==> src/rtl/seq_det_pkg.sv <==
// Shared types and default sizing for the serial pattern detector.
package seq_det_pkg;

  typedef enum logic {
    IDLE = 1'b0,
    RUN  = 1'b1
  } state_t;

  localparam int MAX_LEN_DEF = 8;
  localparam int CNT_W_DEF   = 8;

endpackage

==> src/rtl/seq_det_match.sv <==
// History shift register, fill counter and length-masked pattern compare.
// hit_o is combinational: it reports a match for the bit being shifted in
// on this cycle, so the parent can register it as the z pulse.
module seq_det_match
  import seq_det_pkg::*;
#(
  parameter int MAX_LEN = MAX_LEN_DEF,
  parameter int LEN_W   = $clog2(MAX_LEN + 1)
) (
  input  logic               clk,
  input  logic               rst,
  input  logic               clr_i,
  input  logic               shift_i,
  input  logic               x_i,
  input  logic [MAX_LEN-1:0] pattern_i,
  input  logic [LEN_W-1:0]   len_i,
  output logic               hit_o
);

  logic [MAX_LEN-1:0] hist_q, hist_d;
  logic [LEN_W-1:0]   fill_q, fill_d;
  logic [MAX_LEN-1:0] mask;

  // Only the low len bits take part in the compare.
  always_comb begin
    mask = '0;
    for (int i = 0; i < MAX_LEN; i++)
      if (LEN_W'(i) < len_i) mask[i] = 1'b1;
  end

  // Post-shift view of history and fill; fill saturates at len.
  always_comb begin
    hist_d = hist_q;
    fill_d = fill_q;
    if (shift_i) begin
      hist_d = {hist_q[MAX_LEN-2:0], x_i};
      fill_d = (fill_q < len_i) ? fill_q + LEN_W'(1) : len_i;
    end
  end

  assign hit_o = shift_i && (fill_d == len_i) &&
                 (((hist_d ^ pattern_i) & mask) == '0);

  // History and fill registers, cleared when a new run is armed.
  always_ff @(posedge clk or posedge rst) begin
    if (rst) begin
      hist_q <= '0;
      fill_q <= '0;
    end else if (clr_i) begin
      hist_q <= '0;
      fill_q <= '0;
    end else begin
      hist_q <= hist_d;
      fill_q <= fill_d;
    end
  end

endmodule

==> src/rtl/seq_det_ctrl.sv <==
// Serial sequence detector controller: configuration registers, IDLE/RUN
// FSM, saturating match counter and sticky config error flag.
// Build option SEQ_DET_ONESHOT_EN: leave RUN on the first match.
module seq_det_ctrl
  import seq_det_pkg::*;
#(
  parameter int MAX_LEN = MAX_LEN_DEF,
  parameter int CNT_W   = CNT_W_DEF
) (
  input  logic                           clk,
  input  logic                           rst,
  input  logic                           cfg_valid,
  output logic                           cfg_ready,
  input  logic [MAX_LEN-1:0]             cfg_pattern,
  input  logic [$clog2(MAX_LEN+1)-1:0]   cfg_len,
  input  logic                           start,
  input  logic                           stop,
  input  logic                           x_valid,
  input  logic                           x,
  output logic                           z,
  output logic [CNT_W-1:0]               match_cnt,
  output logic                           busy,
  output logic                           err
);

  localparam int LEN_W = $clog2(MAX_LEN + 1);

`ifdef SEQ_DET_ONESHOT_EN
  localparam bit ONESHOT = 1'b1;
`else
  localparam bit ONESHOT = 1'b0;
`endif

  state_t             state_q;
  logic [MAX_LEN-1:0] pat_q;
  logic [LEN_W-1:0]   len_q;
  logic               loaded_q;
  logic               err_q;
  logic               z_q;
  logic [CNT_W-1:0]   cnt_q;

  logic cfg_ok, start_acc, shift, hit;

  assign cfg_ok    = (cfg_len >= LEN_W'(2)) && (cfg_len <= LEN_W'(MAX_LEN));
  assign start_acc = (state_q == IDLE) && start && loaded_q;
  assign shift     = (state_q == RUN) && x_valid;

  seq_det_match #(
    .MAX_LEN (MAX_LEN),
    .LEN_W   (LEN_W)
  ) u_match (
    .clk       (clk),
    .rst       (rst),
    .clr_i     (start_acc),
    .shift_i   (shift),
    .x_i       (x),
    .pattern_i (pat_q),
    .len_i     (len_q),
    .hit_o     (hit)
  );

  // FSM with configuration load, match pulse and counter updates.
  always_ff @(posedge clk or posedge rst) begin
    if (rst) begin
      state_q  <= IDLE;
      pat_q    <= '0;
      len_q    <= '0;
      loaded_q <= 1'b0;
      err_q    <= 1'b0;
      z_q      <= 1'b0;
      cnt_q    <= '0;
    end else begin
      case (state_q)
        IDLE: begin
          z_q <= 1'b0;
          if (cfg_valid) begin
            if (cfg_ok) begin
              pat_q    <= cfg_pattern;
              len_q    <= cfg_len;
              loaded_q <= 1'b1;
            end else begin
              err_q <= 1'b1;
            end
          end
          // Arming uses the configuration already held, not one offered now.
          if (start_acc) begin
            state_q <= RUN;
            cnt_q   <= '0;
          end
        end
        RUN: begin
          z_q <= hit;
          if (hit && (cnt_q != '1)) cnt_q <= cnt_q + CNT_W'(1);
          // A match on the stop edge still pulses and counts above.
          if (stop || (ONESHOT && hit)) state_q <= IDLE;
        end
        default: state_q <= IDLE;
      endcase
    end
  end

  assign cfg_ready = (state_q == IDLE);
  assign busy      = (state_q == RUN);
  assign z         = z_q;
  assign match_cnt = cnt_q;
  assign err       = err_q;

endmodule

==> config.mk <==
export PLATFORM = sky130hd
export DESIGN_NAME = seq_det_ctrl
export DESIGN_NICKNAME = d
export VERILOG_FILES = /design/src/rtl/seq_det_pkg.sv /design/src/rtl/seq_det_match.sv /design/src/rtl/seq_det_ctrl.sv
export SDC_FILE = /design/constraint.sdc
export NUM_CORES = 1
export LEC_CHECK = 0
export CAP_MARGIN = 20
export CORE_UTILIZATION = 65
export CTS_BUF_LIST = sky130_fd_sc_hd__clkbuf_4 sky130_fd_sc_hd__clkbuf_8
export CTS_CLUSTER_DIAMETER = 40
export CTS_CLUSTER_SIZE = 20
export DETAILED_ROUTE_END_ITERATION = 12
export DONT_BUFFER_PORTS = 1
export GPL_TIMING_DRIVEN = 0
export PLACE_DENSITY_LB_ADDON = 0.12
export SYNTH_ARGS = -nofsm -noshare
export SYNTH_HDL_FRONTEND = slang
export SYNTH_SLANG_ARGS = --single-unit
==> constraint.sdc <==
create_clock -name clk -period 4.3 [get_ports clk]
set_clock_uncertainty 0.2 [all_clocks]
set_input_delay 0 -clock clk [delete_from_list [all_inputs] [get_ports clk]]
set_output_delay 0 -clock clk [all_outputs]
set_load 0.03 [all_outputs]
==> results of run 1 <==
==> logic make-up (layout without fill, tap and decap cells) <==
family | count (synthesis) | count (layout) | share of synthesized area, %
muxes | 10 | 10 | 5.379
xor gates and xnor gates | 7 | 7 | 2.995
adders and majority gates | 5 | 5 | 3.056
AOI/OAI and AO/OA | 61 | 61 | 21.46
buffers and inverters | 17 | 55 | 3.973
DFF | 35 | 35 | 42.79
and+or+nand+nor | 82 | 82 | 20.36
==> per-stage QoR <==
step                area, sq um  utilization, %
finish                     2475           86.04
global route               2475           86.04
CTS                        2475           86.04
detailed placement         2127           73.95
global placement           2100           72.99
floorplan                  2047               -
==> cells in the mapped netlist (2+ instances only) <==
cell       n
dfrtp_1   35
nand2_1   23
nor2_1    17
o21ai_0   17
a21oi_1   14
and3_1    11
nand3_1   11
inv_1      8
mux2_2     8
a221o_1    5
ha_1       5
xnor2_1    5
a21bo_2    4
buf_4      4
nor3_1     4
a31oi_1    3
or2_2      3
a21o_1     2
buf_2      2
clkbuf_1   2
mux2i_1    2
nand2_2    2
nand2b_1   2
o21a_1     2
or3_1      2
xor2_1     2
==> layout make-up <==
cell class,instances,area [sq um]
Tap cell,42,52.55
Buffer,8,47.55
Clock inverter,1,5.005
Timing Repair Buffer,30,317.8
Clock buffer,7,52.55
Sequential cell,35,875.8
Fill cell,167,401.6
Inverter,9,33.78
Multi-Input combinational cell,165,1090
==> path summary, 6_finish.rpt <==
kind	endpoint	cells past startpoint	startpoint	slack, ps
min reg2reg	loaded_q	1	loaded_q	310
max in group asynchronous	u_match.hist_q[3]	4	rst	2270
min	loaded_q	3	cfg_valid	80
max reg2reg	len_q[3]	8	busy	870
max	len_q[3]	8	busy	870
min in group asynchronous	match_cnt[3]	4	rst	520
==> critical path, stage by stage, from the launching register on <==
cell           delay (ps)
dfrtp_1               610
buf_4                 250
buf_2                 230
clkinv_1              470
nand2_1               290
o21ai_0               120
dlygate4sd3_1         590
nand2_1                70
dlygate4sd3_1         550
==> registers in the layout, summed over array words and instances, names as in the netlist <==
| name | cells |
|---|---|
| len_q | 4 |
| pat_q | 8 |
| busy | 1 |
| u_match.fill_q | 4 |
| loaded_q | 1 |
| err | 1 |
| z | 1 |
| match_cnt | 8 |
| u_match.hist_q | 7 |
==> power groups by stage <==
stage / clock (W) / combinational [W] / sequential [W]
2_1_floorplan: 0 / 0.000375 / 0.000448
3_3_place_gp: 0 / 0.000431 / 0.000464
3_5_place_dp: 0 / 0.000455 / 0.000468
4_1_cts: 0.000190 / 0.000520 / 0.000462
5_1_grt: 0.000206 / 0.000599 / 0.000475
6_report: 0.000191 / 0.000544 / 0.000465
==> layer usage <==
metal	vias to the layer above	global-route usage, %	share of wire (%)
li1	861	-	-
met5	-	0	0
met4	0	10.88	1.0
met1	872	43.54	42
met3	8	11.83	6.8
met2	103	57.31	51
==> repair_timing <==
| item | in CTS | in global routing |
|---|---|---|
| setup buffers | 0 | 0 |
| hold buffers | 29 | 0 |
| hold endpoints to repair | 63 | 0 |
| setup endpoints to repair | 0 | 0 |
==> key figures, run 1 <==
Synth
  • Sequential element share of the synthesized area: 42.79%
  • Number of synthesized flops with an enable pin: 0
  • Ys flop type: dfrtp_1
  • Syn Area/Cell: 9.433 sq um
  • Net Count, Synth: 241
  • Post-synth cell types: 48
  • Flops & latches, synth: 35
  • Ranking of synthesized cells by area: dfrtp_1 43%, mux2_2 4.4%, nand2_1 4.2%
  • Post-synth top area share: 42.79%
  • Largest area contributor in the netlist: dfrtp_1
  • Post-synth ARST share: 100.0%
  • Synth warnings: 0
  • Synth Instances: 217
  • Cell Area, Synth: 0.002047 sq mm

Place
  • Placed Cells: 260
  • PortBufs: 0
  • GP Congestion: 0.8782
  • DP HPWL: 3182 um
  • Dpl ws: 1416 ps

Die
  • Die height: 58.12 um
  • # IOs: 31
  • CORE AREA: 0.002877 sq mm
  • Die X: 58.12 um
  • Die footprint: 0.003377 sq mm
  • Rows: 19
  • Initial Util: 71.16%

Final layout
  • Most frequent cells in the layout: 35 x dfrtp_1, 29 x dlygate4sd3_1, 23 x nand2_1, 17 x nor2_1, 17 x o21ai_0
  • Synthesis-to-finish area growth: 20.90%
  • Finished Layout Cells: 297
  • Final nets: 278
  • Share of post-route cells with drive strength above 1: 16.08%
  • Commonest non-fill, non-tap cell in the layout: dfrtp_1
  • ANT cells: 0

Drt
  • Via density: 6.209
  • First DRT Iteration DRCs: 205
  • Final WL: 5106 um
  • Via count: 1844
  • WL per Instance: 17.19 um
  • Post-DRT Antenna Nets: 0
  • Residual DRC count: 0
  • DR pass1 iterations: 8

Clock tree
  • CTS tree: built
  • Root Driver: clkbuf_4
  • Clock Path Buffers: 2
  • H-tree levels: 2
  • Num CTS Buffers: 5
  • CTS clock-pin slew for the worst setup and hold paths: 110 ps
  • Clock sink total: 35
  • Worst skew pair latency: 350 ps
  • Cts repair resizes: 0

Timing
  • Relative slew slack: 55.38%
  • Worst-Margin Slew: 667.1 ps
  • RSZ-0062 raised after global routing: no
  • Worst hold margin: 80.80 ps
  • Final setup viols: 0
  • Final Hold Fails: 0
  • Peak Freq: 291.2 MHz
  • Fin Setup TNS: 0 ps
  • Fin crit period: 3434 ps
  • Period utilization: 79.86%
  • Final Max Tran Viols: 0
  • Setup ws final: 866.0 ps

Power
  • Switching power: 0.0004942 W
  • Clock power share: 15.9%
  • Final Power: 0.001200 W
  • Comb pwr share: 45.3%
  • Reg power frac: 38.8%
  • VDD IR max: 0.3904 mV
  • P_int: 0.0007059 W
  • PwrDens: 484.9 mW/mm^2
  • Sw frac: 41.18%
  • Leakage power: 1.097 nW

Global routing
  • Initial antenna violation count: 0
  • Grt ovf: 0
  • First-pass GRT wire length: 8638 um
  • Vias in the first global route: 1824
  • Largest net degree at the start of global routing: 23
  • Total GRT Usage: 34.83%

Critical path
  • CP Capture Type: register
  • WP data required: 4380 ps
  • Max FO, Critical Path: 10
  • Critical path class: reg -> reg
  • Worst Path Arrival: 3520 ps
  • CP startpoint kind: register

Worst hold path
  • Hold Crit Class: in -> reg

Outcome
  • Status: complete, no violations

Run
  • Max cap viols: 0
No activity file was read; power rests on OpenSTA's default activity.
==> inputs of run 2 (changes only) <==
--- a/config.mk
+++ b/config.mk
@@ -6,7 +6,7 @@
 export NUM_CORES = 1
 export LEC_CHECK = 0
 export CAP_MARGIN = 20
-export CORE_UTILIZATION = 65
+export CORE_UTILIZATION = 59
 export CTS_BUF_LIST = sky130_fd_sc_hd__clkbuf_4 sky130_fd_sc_hd__clkbuf_8
 export CTS_CLUSTER_DIAMETER = 40
 export CTS_CLUSTER_SIZE = 20
==> constraint.sdc (replaced) <==
create_clock -name clk -period 3.06 [get_ports clk]
set_clock_uncertainty 0.2 [all_clocks]
set_input_delay 0 -clock clk [delete_from_list [all_inputs] [get_ports clk]]
set_output_delay 0 -clock clk [all_outputs]
set_load 0.03 [all_outputs]
==> run 2 against run 1 <==
  * The flow now finishes with violations (negative hold slack)
  * Via count down 4.6%
  * Highest routed layer unchanged
  * Sequential power is 41% higher
  * Cell count decreased by 1.7%
  * Core utilization is 14 points lower
  * Critical endpoint is now match_cnt[6]
  * Combinational power increased by 22%
  * Critical path type unchanged
  * Flip-flop and latch count stayed put
  * Hold slack worse by 81 ps
  * Die area is 9.8% higher
  * Worst setup slack got worse by 750 ps
  * Global-route usage fell by 6.4 points
  * Non-clock buffer count shrank 9
==> key figures, run 2 (synthesis results as in run 1) <==
Global routing
  • First-pass GRT wire length: 7465 um (-14%)
  • Grt ovf: 0 (unchanged)
  • Initial antenna violation count: 0 (unchanged)
  • Largest net degree at the start of global routing: 21 (-8.7%)
  • Total GRT Usage: 28.47% (-6.4 points)
  • Vias in the first global route: 1667 (-8.6%)

Clock tree
  • Worst skew pair latency: 340 ps (about the same)
  • Root Driver: clkbuf_4
  • Clock Path Buffers: 2 (unchanged)
  • Clock sink total: 35 (unchanged)
  • H-tree levels: 2 (unchanged)
  • CTS tree: built
  • CTS clock-pin slew for the worst setup and hold paths: 110 ps (about the same)
  • Num CTS Buffers: 5 (unchanged)
  • Post-CTS Setup Inserts: 0 (unchanged)

Place
  • DP HPWL: 3301 um (+3.8%)
  • PortBufs: 0 (unchanged)
  • DP Area: 0.002132 sq mm (+0.24%)
  • GP Congestion: 0.8607 (-2.0%)

Drt
  • WL per Instance: 16.07 um (-6.6%)
  • DR pass1 iterations: 5 (-3)
  • First DRT Iteration DRCs: 73 (-64%)
  • Via density: 6.024 (-3.0%)
  • Via count: 1759 (-4.6%)
  • Post-DRT Antenna Nets: 0 (unchanged)
  • Residual DRC count: 0 (unchanged)
  • Final WL: 4691 um (-8.1%)

Die
  • CORE AREA: 0.003337 sq mm (+16%)
  • Die X: 60.90 um (+4.8%)
  • Initial Util: 61.34% (-9.8 points)
  • Die height: 60.90 um (+4.8%)
  • Rows: 21 (+2)
  • # IOs: 31 (unchanged)
  • Die footprint: 0.003709 sq mm (+9.8%)

Final layout
  • Design Area, Final: 0.002420 sq mm (-2.2%)
  • Register area: 877.1 sq um (+0.14%)
  • Area of the multi-input gates: 0.001090 sq mm (unchanged)
  • ANT cells: 0 (unchanged)
  • Share of post-route cells with drive strength above 1: 17.07% (+0.99 points)
  • Commonest non-fill, non-tap cell in the layout: dfrtp_1
  • Util after Layout: 72.52% (-14 points)
  • # fillers: 272 (+63%)
  • Final nets: 269 (-3.2%)
  • Synthesis-to-finish area growth: 18.22%
  • Most frequent cells in the layout: 34 x dfrtp_1, 23 x nand2_1, 20 x dlygate4sd3_1, 17 x nor2_1, 17 x o21ai_0

Critical path
  • Critical path class: reg -> reg
  • Max FO, Critical Path: 7 (-3)
  • Worst Path Arrival: 2980 ps (-540 ps)
  • WP data required: 3090 ps (-1290 ps)
  • CP Capture Type: register
  • CP startpoint kind: register

Outcome
  • Failing checks: negative hold slack
  • Status: finished, violations left

Timing
  • RSZ-0062 raised after global routing: no
  • Final setup viols: 0 (unchanged)
  • Worst hold margin: -0.2717 ps (-81.07 ps)
  • Fin crit period: 2945 ps (-488.8 ps)
  • Fin Setup TNS: 0 ps (unchanged)
  • Relative slew slack: 52.96% (-2.4 points)
  • Final Max Tran Viols: 0 (unchanged)
  • Worst-Margin Slew: 704.8 ps (+37.74 ps)
  • Period utilization: 96.25% (+16 points)
  • Peak Freq: 339.5 MHz (+17%)
  • Final Hold Fails: 2 (+2)

Worst hold path
  • Hold Crit Class: in -> async

Power
  • VDD IR max: 0.3934 mV (+0.78%)
  • Leakage power: 1.068 nW (-2.7%)
  • Final Power: 0.001672 W (+39%)
  • PwrDens: 690.8 mW/mm^2 (+42%)

Run
  • Max cap viols: 0 (unchanged)
[run 2: cell types whose count changed in the layout (fill, tap and decap cells not counted), sizes merged]
cell	change
bufinv	+1
dlygate4sd3	-9
clkbuf	-1
[run 2: final timing paths]
check | from | endpoint | slack [ps] | cells past startpoint
setup / recovery | u_match.fill_q[0] | match_cnt[6] | 110 | 8
hold reg to reg | loaded_q | loaded_q | 300 | 1
hold / removal | rst | u_match.hist_q[3] | -0.3 | 2
setup reg to reg | u_match.fill_q[0] | match_cnt[6] | 110 | 8
min in group clk | cfg_len[3] | pat_q[2] | 30 | 3
max in group asynchronous | rst | busy | 2110 | 3
[run 2: critical path: stages, from the launching register on]
cell and delay [ps]:
dfrtp_1 480, ha_1 280, xnor2_1 200, xnor2_1 120
a2111oi_4 340, o221ai_2 160, nor4_4 470, a21oi_2 190
a221o_1 380
[run 2: metrics by stage]
step                instances  setup slack [ps]
finish                    292             114.8
floorplan                 217             444.9
global route              292             1.691
CTS                       292             111.5
global placement          263             144.7
detailed placement        264             137.0
[run 2: what timing repair did]
item	CTS	global route
endpoints found under the hold margin	63	0
gates resized for setup	0	1
hold buffers	20	0
setup endpoints to repair	0	5
[run 2: where the power goes]
part / internal [W] / switching [W]
sequential: 0.000549 / 0.000106
combinational: 0.000280 / 0.000386
clock: 0.000193 / 0.000157
[run 2: cell type report]
cell class	instances	area share, %
clock inverters	2	1.448
multi-input cells	165	45.04
clock buffers	6	2.120
inverters	9	1.396
flip-flops and latches	35	36.25
repair buffers	21	9.411
well taps	46	2.378
plain buffers	8	1.965
[run 2: layer usage]
layer  part of all wire, %  global-route usage [%]  up-vias
met5                     0                       0        -
met4                   1.3                   10.06        0
met3                   4.9                   10.23        8
met2                    50                   46.00       51
met1                    43                   35.45      855
li1                      -                       -      845
==> inputs of run 3 (changes only) <==
--- a/config.mk
+++ b/config.mk
@@ -6,6 +6,7 @@
 export NUM_CORES = 1
 export LEC_CHECK = 0
 export CAP_MARGIN = 20
+export CORE_ASPECT_RATIO = 1.1
 export CORE_UTILIZATION = 59
 export CTS_BUF_LIST = sky130_fd_sc_hd__clkbuf_4 sky130_fd_sc_hd__clkbuf_8
 export CTS_CLUSTER_DIAMETER = 40
==> run 3 against run 2 <==
  * The flow now finishes without violations
  * Via count fell by 0.17%
  * Power fell by 4.3%
  * Fmax rose by 3.0%
  * Highest routed layer unchanged
  * Critical path depth rose by 1
  * Cell count rose by 1.7%
  * Core utilization rose by 0.32 points
  * Non-clock buffer count rose by 4
  * Critical endpoint unchanged
==> key figures, run 3 (synthesis results as in run 1) <==
Outcome
  • Status: complete, no violations

Timing
  • Worst-Margin Slew: 759.9 ps (+55.12 ps)
  • Relative slew slack: 49.15% (-3.8 points)
  • Final Max Tran Viols: 0 (unchanged)
  • Final setup viols: 0 (unchanged)
  • RSZ-0062 raised after global routing: no
  • Fin Setup TNS: 0 ps (unchanged)
  • Final Hold Fails: 0 (-2)
  • Period utilization: 93.40% (-2.8 points)
  • Worst hold margin: 20.17 ps (+20.45 ps)
  • Fin crit period: 2858 ps (-87.15 ps)
  • Peak Freq: 349.9 MHz (+3.0%)

Power
  • PwrDens: 659.7 mW/mm^2 (-4.5%)
  • Leakage power: 1.076 nW (+0.82%)
  • VDD IR max: 0.3963 mV (+0.75%)

Drt
  • Post-DRT Antenna Nets: 0 (unchanged)
  • Via density: 5.912 (-1.9%)
  • WL per Instance: 15.71 um (-2.2%)
  • DR pass1 iterations: 4 (-1)
  • First DRT Iteration DRCs: 110 (+51%)
  • Final WL: 4666 um (-0.53%)
  • Via count: 1756 (-0.17%)
  • Residual DRC count: 0 (unchanged)

Clock tree
  • CTS tree: built
  • Cts repair resizes: 0 (unchanged)
  • Num CTS Buffers: 5 (unchanged)
  • Clock sink total: 35 (unchanged)
  • Worst skew pair latency: 340 ps (about the same)
  • CTS clock-pin slew for the worst setup and hold paths: 110 ps (about the same)
  • H-tree levels: 2 (unchanged)
  • Clock Path Buffers: 2 (unchanged)
  • Root Driver: clkbuf_4

Final layout
  • ANT cells: 0 (unchanged)
  • Final nets: 273 (+1.5%)
  • Commonest non-fill, non-tap cell in the layout: dfrtp_1
  • Most frequent cells in the layout: 35 x dfrtp_1, 23 x nand2_1, 22 x dlygate4sd3_1, 17 x nor2_1, 17 x o21ai_0
  • Synthesis-to-finish area growth: 18.52%
  • # fillers: 256 (-5.9%)
  • Share of post-route cells with drive strength above 1: 16.87% (-0.21 points)

Global routing
  • Total GRT Usage: 28.55% (+0.079 points)
  • Largest net degree at the start of global routing: 22 (+4.8%)
  • Grt ovf: 0 (unchanged)
  • Vias in the first global route: 1799 (+7.9%)
  • Initial antenna violation count: 0 (unchanged)
  • First-pass GRT wire length: 7969 um (+6.8%)

Critical path
  • Worst path cell trace: buf_4 -> buf_2 -> nand2_2 -> nor3_1 -> o211ai_1 -> o21ai_0 -> nor4_4 -> a21oi_2 -> a221o_1
  • CP Capture Type: register
  • Slowest CP cell: dfrtp_1
  • Worst Path Arrival: 2880 ps (-100 ps)
  • CP startpoint kind: register
  • Critical path class: reg -> reg
  • Max FO, Critical Path: 10 (+3)
  • CP max stage delay: 550 ps (+70 ps)
  • WP data required: 3090 ps (about the same)
  • R2r setup slk: 200 ps (+90 ps)

Worst hold path
  • Hold Crit Class: in -> reg

Die
  • Die height: 63.78 um (+4.7%)
  • Die footprint: 0.003709 sq mm (about the same)
  • # IOs: 31 (unchanged)
  • Rows: 22 (+4.8%)
  • Initial Util: 61.46% (+0.12 points)
  • Die X: 58.16 um (-4.5%)
  • CORE AREA: 0.003331 sq mm (-0.19%)

Place
  • DP HPWL: 3259 um (-1.3%)
  • GP Congestion: 0.8924 (+3.7%)
  • PortBufs: 0 (unchanged)

Run
  • Max cap viols: 0 (unchanged)
run 3: power by group:
group	internal, W	total, W	leakage [nW]	switching (W)
clock	0.000107	0.000262	0.0341	0.000156
combinational	0.000292	0.000684	0.593	0.000392
sequential	0.000548	0.000655	0.450	0.000106
run 3: worst max-delay path: cells and delay by family, from the launching register on:
family	cells	cell delay [ps]
AOI/OAI and AO/OA	4	900
DFF	1	550
and+or+nand+nor	3	670
buffers and inverters	2	430
run 3: final timing paths:
check | from | end | cells past startpoint
setup reg to reg | busy | match_cnt[6] | 9
hold reg to reg | loaded_q | loaded_q | 1
max in group asynchronous | rst | u_match.fill_q[1] | 4
hold / removal | start | match_cnt[0] | 3
setup / recovery | busy | match_cnt[6] | 9
min in group asynchronous | rst | u_match.fill_q[3] | 3
run 3: metal layers:
metal	global-route usage [%]	vias up	wire, um
li1	-	840	-
met1	34.40	856	1972
met2	48.85	47	2403
met3	6.478	13	183
met4	11.31	0	106
met5	0	-	0
run 3: area by class of cell:
class / count / area [sq um] / share of cell area [%]
clock inverters: 1 / 5.005 / 0.2063
clock buffers: 6 / 51.30 / 2.114
inverters: 9 / 33.78 / 1.392
multi-input cells: 165 / 1090 / 44.92
flip-flops and latches: 35 / 875.8 / 36.10
repair buffers: 25 / 262.8 / 10.83
plain buffers: 8 / 47.55 / 1.960
well taps: 48 / 60.06 / 2.475
run 3: stage by stage:
step	cell area [sq um]	worst slack (ps)	cells	total power [W]	utilization (%)
detailed placement	2135	145.2	266	0.001297	64.09
floorplan	2047	444.9	217	0.001157	-
global route	2426	3.302	297	0.001708	72.84
CTS	2411	98.96	295	0.001597	72.39
finish	2426	202.0	297	0.001600	72.84
global placement	2107	175.2	265	0.001265	63.26
run 3: timing repair:
item,CTS,global route
endpoints found under the hold margin,61,0
buffers inserted,0,2
hold buffers,22,0
endpoints found under the setup margin,0,6
